==> config.mk <==
export PLATFORM = sky130hd
export DESIGN_NAME = cambus_capture_ctrl
export DESIGN_NICKNAME = d
export VERILOG_FILES = /design/src/rtl/cambus_capture_ctrl.sv
export SDC_FILE = /design/constraint.sdc
export NUM_CORES = 1
export LEC_CHECK = 0
export ABC_AREA = 1
export BUFFER_PORTS_ARGS = -buffer_cell sky130_fd_sc_hd__buf_2
export CAP_MARGIN = 20
export CELL_PAD_IN_SITES_DETAIL_PLACEMENT = 2
export CELL_PAD_IN_SITES_GLOBAL_PLACEMENT = 2
export CORE_MARGIN = 5
export CORE_UTILIZATION = 34
export CTS_CLUSTER_DIAMETER = 30
export CTS_CLUSTER_SIZE = 25
export DETAILED_ROUTE_END_ITERATION = 10
export GPL_TIMING_DRIVEN = 0
export PLACE_DENSITY = 0.94
export SYNTH_ARGS = -nofsm -noshare
export SYNTH_HDL_FRONTEND = slang
export SYNTH_SLANG_ARGS = --single-unit
==> constraint.sdc <==
create_clock -name clk_i -period 7.8 [get_ports clk_i]
set_clock_uncertainty 0.2 [all_clocks]
set_input_delay 1.56 -clock clk_i [delete_from_list [all_inputs] [get_ports clk_i]]
set_output_delay 1.56 -clock clk_i [all_outputs]
set_load 0.01 [all_outputs]
==> src/rtl/cambus_capture_ctrl.sv <==
// Frame capture controller: qualifies cambus pixels into linear frame-buffer writes
// with a valid/ready write port, double-buffer bank select and sticky error status.
module cambus_capture_ctrl #(
  parameter int unsigned WIDTH  = 320,
  parameter int unsigned HEIGHT = 256,
  parameter int unsigned ADDR_W = 17
) (
  input  logic              clk_i,
  input  logic              rst_ni,
  input  logic [13:0]       vid_pixel_i,
  input  logic              vid_pixsync_i,
  input  logic              vid_hblank_i,
  input  logic              vid_vblank_i,
  input  logic              ctl_arm_i,
  input  logic              ctl_continuous_i,
  input  logic              ctl_abort_i,
  output logic              mem_wr_valid_o,
  input  logic              mem_wr_ready_i,
  output logic [ADDR_W-1:0] mem_wr_addr_o,
  output logic [13:0]       mem_wr_data_o,
  output logic              mem_wr_buf_o,
  output logic              sts_busy_o,
  output logic              sts_frame_done_o,
  output logic              sts_overflow_o,
  output logic              sts_geom_err_o,
  output logic [15:0]       sts_frame_count_o
);

  localparam int unsigned XCntW = $clog2(WIDTH + 1);
  localparam int unsigned YCntW = $clog2(HEIGHT + 1);
  localparam logic [XCntW-1:0] XEnd = XCntW'(WIDTH);
  localparam logic [YCntW-1:0] YEnd = YCntW'(HEIGHT);

  typedef enum logic [2:0] {StIdle, StSync, StArmed, StCapture, StDone} state_e;

  state_e             state_q, state_d;
  logic [XCntW-1:0]   x_q, x_d;
  logic [YCntW-1:0]   y_q, y_d;
  logic               line_act_q, line_act_d;
  logic               fend_q, fend_d;
  logic               geom_q, geom_d;
  logic               ovf_q, ovf_d;
  logic [15:0]        cnt_q, cnt_d;
  logic               buf_q, buf_d;
  logic               wr_valid_q, wr_valid_d;
  logic [ADDR_W-1:0]  wr_addr_q, wr_addr_d;
  logic [13:0]        wr_data_q, wr_data_d;

  logic pix_cap;
  logic store;
  logic line_end;

  always_comb begin
    state_d    = state_q;
    x_d        = x_q;
    y_d        = y_q;
    line_act_d = line_act_q;
    fend_d     = fend_q;
    geom_d     = geom_q;
    ovf_d      = ovf_q;
    cnt_d      = cnt_q;
    buf_d      = buf_q;
    wr_valid_d = wr_valid_q;
    wr_addr_d  = wr_addr_q;
    wr_data_d  = wr_data_q;
    store      = 1'b0;
    line_end   = 1'b0;

    // The pixsync that moves ARMED to CAPTURE is already part of the frame.
    pix_cap = vid_pixsync_i && !vid_vblank_i &&
              ((state_q == StCapture && !fend_q) || state_q == StArmed);

    unique case (state_q)
      StIdle: begin
        if (ctl_arm_i) begin
          state_d    = StSync;
          geom_d     = 1'b0;
          ovf_d      = 1'b0;
          x_d        = '0;
          y_d        = '0;
          line_act_d = 1'b0;
          fend_d     = 1'b0;
        end
      end
      StSync: begin
        if (vid_pixsync_i && vid_vblank_i) state_d = StArmed;
      end
      StArmed: begin
        if (pix_cap) state_d = StCapture;
      end
      StCapture: begin
        if (vid_pixsync_i && vid_vblank_i && !fend_q) begin
          fend_d = 1'b1;
          if (x_q != '0) line_end = 1'b1;
        end
      end
      StDone: begin
        state_d    = ctl_continuous_i ? StArmed : StIdle;
        cnt_d      = cnt_q + 16'd1;
        buf_d      = !buf_q;
        x_d        = '0;
        y_d        = '0;
        line_act_d = 1'b0;
        fend_d     = 1'b0;
      end
      default: state_d = StIdle;
    endcase

    if (pix_cap) begin
      if (!vid_hblank_i) begin
        line_act_d = 1'b1;
        if (x_q < XEnd && y_q < YEnd) begin
          store = 1'b1;
          x_d   = x_q + 1'b1;
        end
      end else if (line_act_q) begin
        line_end = 1'b1;
      end
    end

    if (line_end) begin
      if (x_q != XEnd && y_q < YEnd) geom_d = 1'b1;
      x_d        = '0;
      line_act_d = 1'b0;
      if (y_q < YEnd) y_d = y_q + 1'b1;
    end

    // Frame end waits in CAPTURE until the last write has drained.
    if (state_q == StCapture && fend_d && !wr_valid_q) begin
      state_d = StDone;
      if (y_d != YEnd) geom_d = 1'b1;
    end

    if (wr_valid_q && mem_wr_ready_i) wr_valid_d = 1'b0;
    if (store) begin
      if (wr_valid_q && !mem_wr_ready_i) begin
        ovf_d = 1'b1;
      end else begin
        wr_valid_d = 1'b1;
        wr_addr_d  = ADDR_W'(y_q) * ADDR_W'(WIDTH) + ADDR_W'(x_q);
        wr_data_d  = vid_pixel_i;
      end
    end

    // Abort overrides everything except draining an already pending write.
    if (ctl_abort_i) begin
      state_d    = StIdle;
      x_d        = '0;
      y_d        = '0;
      line_act_d = 1'b0;
      fend_d     = 1'b0;
      geom_d     = geom_q;
      ovf_d      = ovf_q;
      cnt_d      = cnt_q;
      buf_d      = buf_q;
      wr_valid_d = wr_valid_q && !mem_wr_ready_i;
      wr_addr_d  = wr_addr_q;
      wr_data_d  = wr_data_q;
    end
  end

  always_ff @(posedge clk_i) begin
    if (!rst_ni) begin
      state_q    <= StIdle;
      x_q        <= '0;
      y_q        <= '0;
      line_act_q <= 1'b0;
      fend_q     <= 1'b0;
      geom_q     <= 1'b0;
      ovf_q      <= 1'b0;
      cnt_q      <= '0;
      buf_q      <= 1'b0;
      wr_valid_q <= 1'b0;
      wr_addr_q  <= '0;
      wr_data_q  <= '0;
    end else begin
      state_q    <= state_d;
      x_q        <= x_d;
      y_q        <= y_d;
      line_act_q <= line_act_d;
      fend_q     <= fend_d;
      geom_q     <= geom_d;
      ovf_q      <= ovf_d;
      cnt_q      <= cnt_d;
      buf_q      <= buf_d;
      wr_valid_q <= wr_valid_d;
      wr_addr_q  <= wr_addr_d;
      wr_data_q  <= wr_data_d;
    end
  end

  assign mem_wr_valid_o    = wr_valid_q;
  assign mem_wr_addr_o     = wr_addr_q;
  assign mem_wr_data_o     = wr_data_q;
  assign mem_wr_buf_o      = buf_q;
  assign sts_busy_o        = (state_q != StIdle);
  assign sts_frame_done_o  = (state_q == StDone);
  assign sts_overflow_o    = ovf_q;
  assign sts_geom_err_o    = geom_q;
  assign sts_frame_count_o = cnt_q;

endmodule

Word level (Yosys, flattened, before mapping)
Cells that the tools add are included.

$add $sub $neg: 4. $mul: 1. Divide/modulo/power cells: 0. Magnitude comparators: 2. Eq/ne operators: 13. Shifts and indexed selects: 0. Multiplexer cells: 45. Bitwise operators: 4. Reduce and logical (&&, ||, !) cells: 27.

Operators with widths (number): $mux W9 (7); $pmux W9 S2 (2); $mux W1 (28); $add A9 B1 Y9 const B (2); $lt A9 B9 Y1 const B (2); $ne A9 B9 Y1 const B (2); $add A17 B9 Y17 (1); $add A16 B1 Y16 const B (1); $pmux W3 S5 (1); $mux W3 (4); $logic_and A1 B1 Y1 (11); $mul A9 B3 Y11 const B (1); $reduce_bool A9 Y1 (1); $reduce_and A4 Y1 (2); $eq A3 B2 Y1 const B (2); $ne A2 B2 Y1 const B (3); $ne A3 B3 Y1 const B (2); $reduce_or A3 Y1 (2); $logic_not A1 Y1 (5); $not A1 Y1 (4); $eq A3 B1 Y1 const B (1); $eq A3 B3 Y1 const B (1); $logic_not A3 Y1 (1); $ne A3 B2 Y1 const B (1); other kinds (9) (9).

Register bits: 74. Bits in latches: 0. RAM bits: 0. Bits in read-only memories: 0. Input bits: 23. Output and inout bits: 53. Memories: 0.

Depth between registers and ports, before layout
Word-level depth: 11. Depth in mapped cells: 15.

Least setup slack after synthesis
No wires, ideal clock.

Kind: input to register. Start point: input port vid_pixsync_i. End point: register wr_addr_q[5], in the netlist mem_wr_addr_o[5]. Library setup time: 0.116 ns. Arrival time: 2.719 ns. Setup slack: 4.765 ns. Stages on the path: 8. Cell sequence: inv_1 > nor2_1 > nand3_4 > nor3_4 > inv_4 > buf_6 > nor2_1 > nor2_1.

Longest elaborated chain between the ends: 4.

Ends and longest elaborated chain: start, declared (line 11) `input logic vid_pixsync_i,`; $logic_and A1 B1 Y1 (2 in a row) (line 70) `pix_cap = vid_pixsync_i && !vid_vblank_i &&`; $mux W1 (line 109) `if (pix_cap) begin`; $reduce_and A3 Y1 (no line); end signal, assigned (line 187) `wr_addr_q <= wr_addr_d;`; end, declared (line 46) `logic [ADDR_W-1:0] wr_addr_q, wr_addr_d;`.

No other way between the ends. A chain may end at the register's enable or synchronous reset.

Worst setup path after layout
Start point: register state_q[2]. End point: output port sts_frame_done_o.

Longest elaborated chain between the ends: 1.

Ends and longest elaborated chain: start, declared (line 36) `state_e state_q, state_d;`; start signal, assigned (line 164) `state_q <= StIdle;`; start signal, assigned (line 177) `state_q <= state_d;`; $eq A3 B3 Y1 (line 197) `assign sts_frame_done_o = (state_q == StDone);`; end, declared (line 23) `output logic sts_frame_done_o,`.

No other way between the ends.

==> results.py <==
metrics = {
    "status": {
        "status": "finished clean",
    },
    "timing": {
        "fin_crit_sh_pct": 45.2,
        "hold_violations": 0,
        "period_minus_slack_ps": 3520,
        "setup_tns_ps": 0,
        "slew_viol_final": 0,
        "rsz0062_at_grt": "no",
        "fmax_ghz": 0.284,
        "worst_pin_slew_ps": 652,
        "setup_violations": 0,
        "slew_headroom_pct": 56.6,
        "holdWs_ps": 280,
    },
    "finish": {
        "final_cell_mix": "105 x nand2_1, 81 x nor2_1, 75 x buf_2",
        "mostFrequentLayoutCell": "nand2_1",
        "diodes": 0,
        "drive_gt1_share_pct": 18.6,
        "fillers": 1449,
        "final_nets": 713,
        "area_growth_pct": 20.8,
    },
    "setup_path": {
        "endpoint_kind": "output port",
        "critPathRequiredTime_ps": 6040,
        "critPathSlowestCell": "dfxtp_1",
        "crit_type": "reg2out",
        "worst_r2r_path_depth": 14,
        "startpoint_type": "flip-flop",
        "crit_family": "flip-flops",
        "arrival_ps": 1760,
        "worst-path-stages": 3,
        "cpPeakStageDelay_ps": 530,
        "crit_path_max_fanout": 6,
        "worstPathCellList": "inv_1 -> nor3_1 -> buf_2",
        "reg2reg_slack_ps": 4650,
        "crit_buf_inv": 2,
        "reg2reg_to": "mem_wr_addr_o[15]",
        "worstSetupStartpoint": "state_q[2]",
        "crit_end": "sts_frame_done_o",
        "r2r-start": "y_q[3]",
    },
    "cts": {
        "postCtsHoldBufs": 0,
        "numCtsBuffers": 9,
        "cts.sinks": 74,
        "insertion_delay_ps": 350,
        "postCtsSetupBuffers": 0,
        "cts_tree": "done",
        "cts.path.max_buffers": 2,
        "clk_pin_slew_ps": 60,
        "htreeDepth": 3,
        "clockRootBuffer": "clkbuf_16",
        "cts_resized": 0,
    },
    "yosys": {
        "avgSynthCellArea_um2": 7.18,
        "yosysSeqAreaShare_pct": 35.5,
        "ys_warn_count": 0,
        "syn_area_um2": 4170,
        "syn-num-nets": 627,
        "ys_ff_latch": 74,
        "synth_cell_types": 44,
        "syn_inst": 581,
    },
    "placed_design": {
        "gp_congestion": 0.820,
        "portBuffers": 75,
        "place_hpwl_mm": 12.6,
    },
    "routing": {
        "vias": 4469,
        "viasPerCell": 5.46,
        "remaining_drc_errors": 0,
        "drt_iter0_markers": 199,
        "wirelength_mm": 16.3,
        "postRouteAntennaNets": 0,
        "firstDrtPassIters": 4,
        "post_drt_wl_per_cell_um": 19.9,
    },
    "global_routing": {
        "globalRouteOverflowTotal": 0,
        "grt_max_degree": 13,
        "antenna_found_initial": 0,
        "busiest_layer": "met2",
        "grt_pass1_wl_mm": 26.1,
        "use_met3_pct": 4.77,
        "grtUsageMet1_pct": 25.4,
        "grt_pass1_vias": 4997,
        "gr-usage-met2_pct": 41.9,
        "grt_usage_pct": 22.9,
    },
    "job": {
        "maxCapViolCount": 0,
    },
    "die": {
        "start_util_pct": 34.7,
        "die_h_um": 121,
        "pin_count": 76,
        "die_x_um": 121,
        "die_area_um2": 14600,
        "row_count": 40,
        "core_um2": 12000,
    },
    "power_and_ir_drop": {
        "power_mw": 0.868,
        "power.density_nw_per_um2": 172,
        "ir_drop_mv": 0.103,
        "p_leak_nw": 2.28,
    },
    "min_path": {
        "hold_class": "reg2reg",
    },
}
worst reg2reg max path: stages, from the launching register on:
cell,delay (ps)
dfxtp_1,550
ha_1,320
ha_1,200
inv_1,120
fa_1,420
inv_1,120
nand2_1,110
nor2_1,270
nand2_1,120
nor2_1,120
nand2_1,90
o21ai_0,180
nand3_1,110
nand2_1,80
inv_1,40
logic make-up after synthesis:
family | share of synthesized area (%)
AOI/OAI and AO/OA | 16.8
xor gates and xnor gates | 2.94
adders and majority gates | 7.26
buffers and inverters | 8.25
DFF | 35.5
and+or+nand+nor | 29.2
stage by stage:
step                      worst slack [ps]  std cells  utilization (%)  area (µm²)
after global placement                4320        803             39.4        4730
after detailed placement              4090        803             39.4        4730
after CTS                             4270        819             41.9        5040
after floorplan                       4770        581                -        4170
after global routing                  4220        819             41.9        5040
final                                 4280        819             41.9        5040
worst min path at each step:
stage / startpoint / endpoint / slack (ps) / depth (start not counted)
floorplan: line_act_q / line_act_q / 250 / 2
global placement: line_act_q / line_act_q / 260 / 2
detailed placement: line_act_q / line_act_q / 280 / 2
CTS: line_act_q / line_act_q / 290 / 2
global route: line_act_q / line_act_q / 320 / 2
finish: line_act_q / line_act_q / 280 / 2
layout make-up:
| class | count | area (µm²) | area share (%) |
|---|---|---|---|
| Buffer | 13 | 86.3 | 1.71 |
| Clock buffer | 13 | 260 | 5.17 |
| Multi-Input combinational cell | 426 | 2350 | 46.6 |
| Clock inverter | 3 | 47.5 | 0.944 |
| Timing Repair Buffer | 75 | 375 | 7.45 |
| Tap cell | 147 | 184 | 3.65 |
| Inverter | 68 | 258 | 5.12 |
| Sequential cell | 74 | 1480 | 29.4 |
cells in the mapped netlist, drive strengths merged:
cell       n  area share, %
nand2    110             10
nor2      85            8.2
dfxtp     74             36
inv       67            6.1
o21ai     55            6.7
a21oi     43            6.1
nand3     35            4.9
nor3      22            3.1
ha        21            6.3
xor2      10            2.1
buf        7            1.5
clkbuf     6           0.54
nand4      5           0.75
o21a       5           0.90
o22ai      5           0.75
a211oi     4           0.72
a31oi      4           0.60
nand3b     4           0.72
xnor2      4           0.84
a21o       3           0.54
nor3b      3           0.66
fa         2           0.96
o21bai     2           0.36
a2111oi    1           0.21
clkinv     1          0.090
nand2b     1           0.15
nor4       1           0.15
or2        1           0.15
registers in the layout, indices dropped and copies added, names as in the netlist:
| signal | flops |
|---|---|
| y_q | 9 |
| mem_wr_valid_o | 1 |
| x_q | 9 |
| sts_overflow_o | 1 |
| mem_wr_data_o | 14 |
| mem_wr_addr_o | 17 |
| sts_geom_err_o | 1 |
| fend_q | 1 |
| state_q | 3 |
| mem_wr_buf_o | 1 |
| sts_frame_count_o | 16 |
| line_act_q | 1 |
report_power, final:
part / leakage (nW) / switching, mW / internal, mW
Sequential: 0.596 / 0.00285 / 0.380
Clock: 0.150 / 0.175 / 0.267
Combinational: 1.53 / 0.0297 / 0.0129
layer usage:
| metal | share of wire (%) | vias to the layer above | routed length, µm |
|---|---|---|---|
| met4 | 3.3 | 0 | 546 |
| met3 | 4.2 | 41 | 684 |
| met5 | 0 | - | 0 |
| met2 | 52 | 120 | 8510 |
| li1 | - | 2101 | - |
| met1 | 40 | 2207 | 6600 |
(Power assumes the default switching activity.)
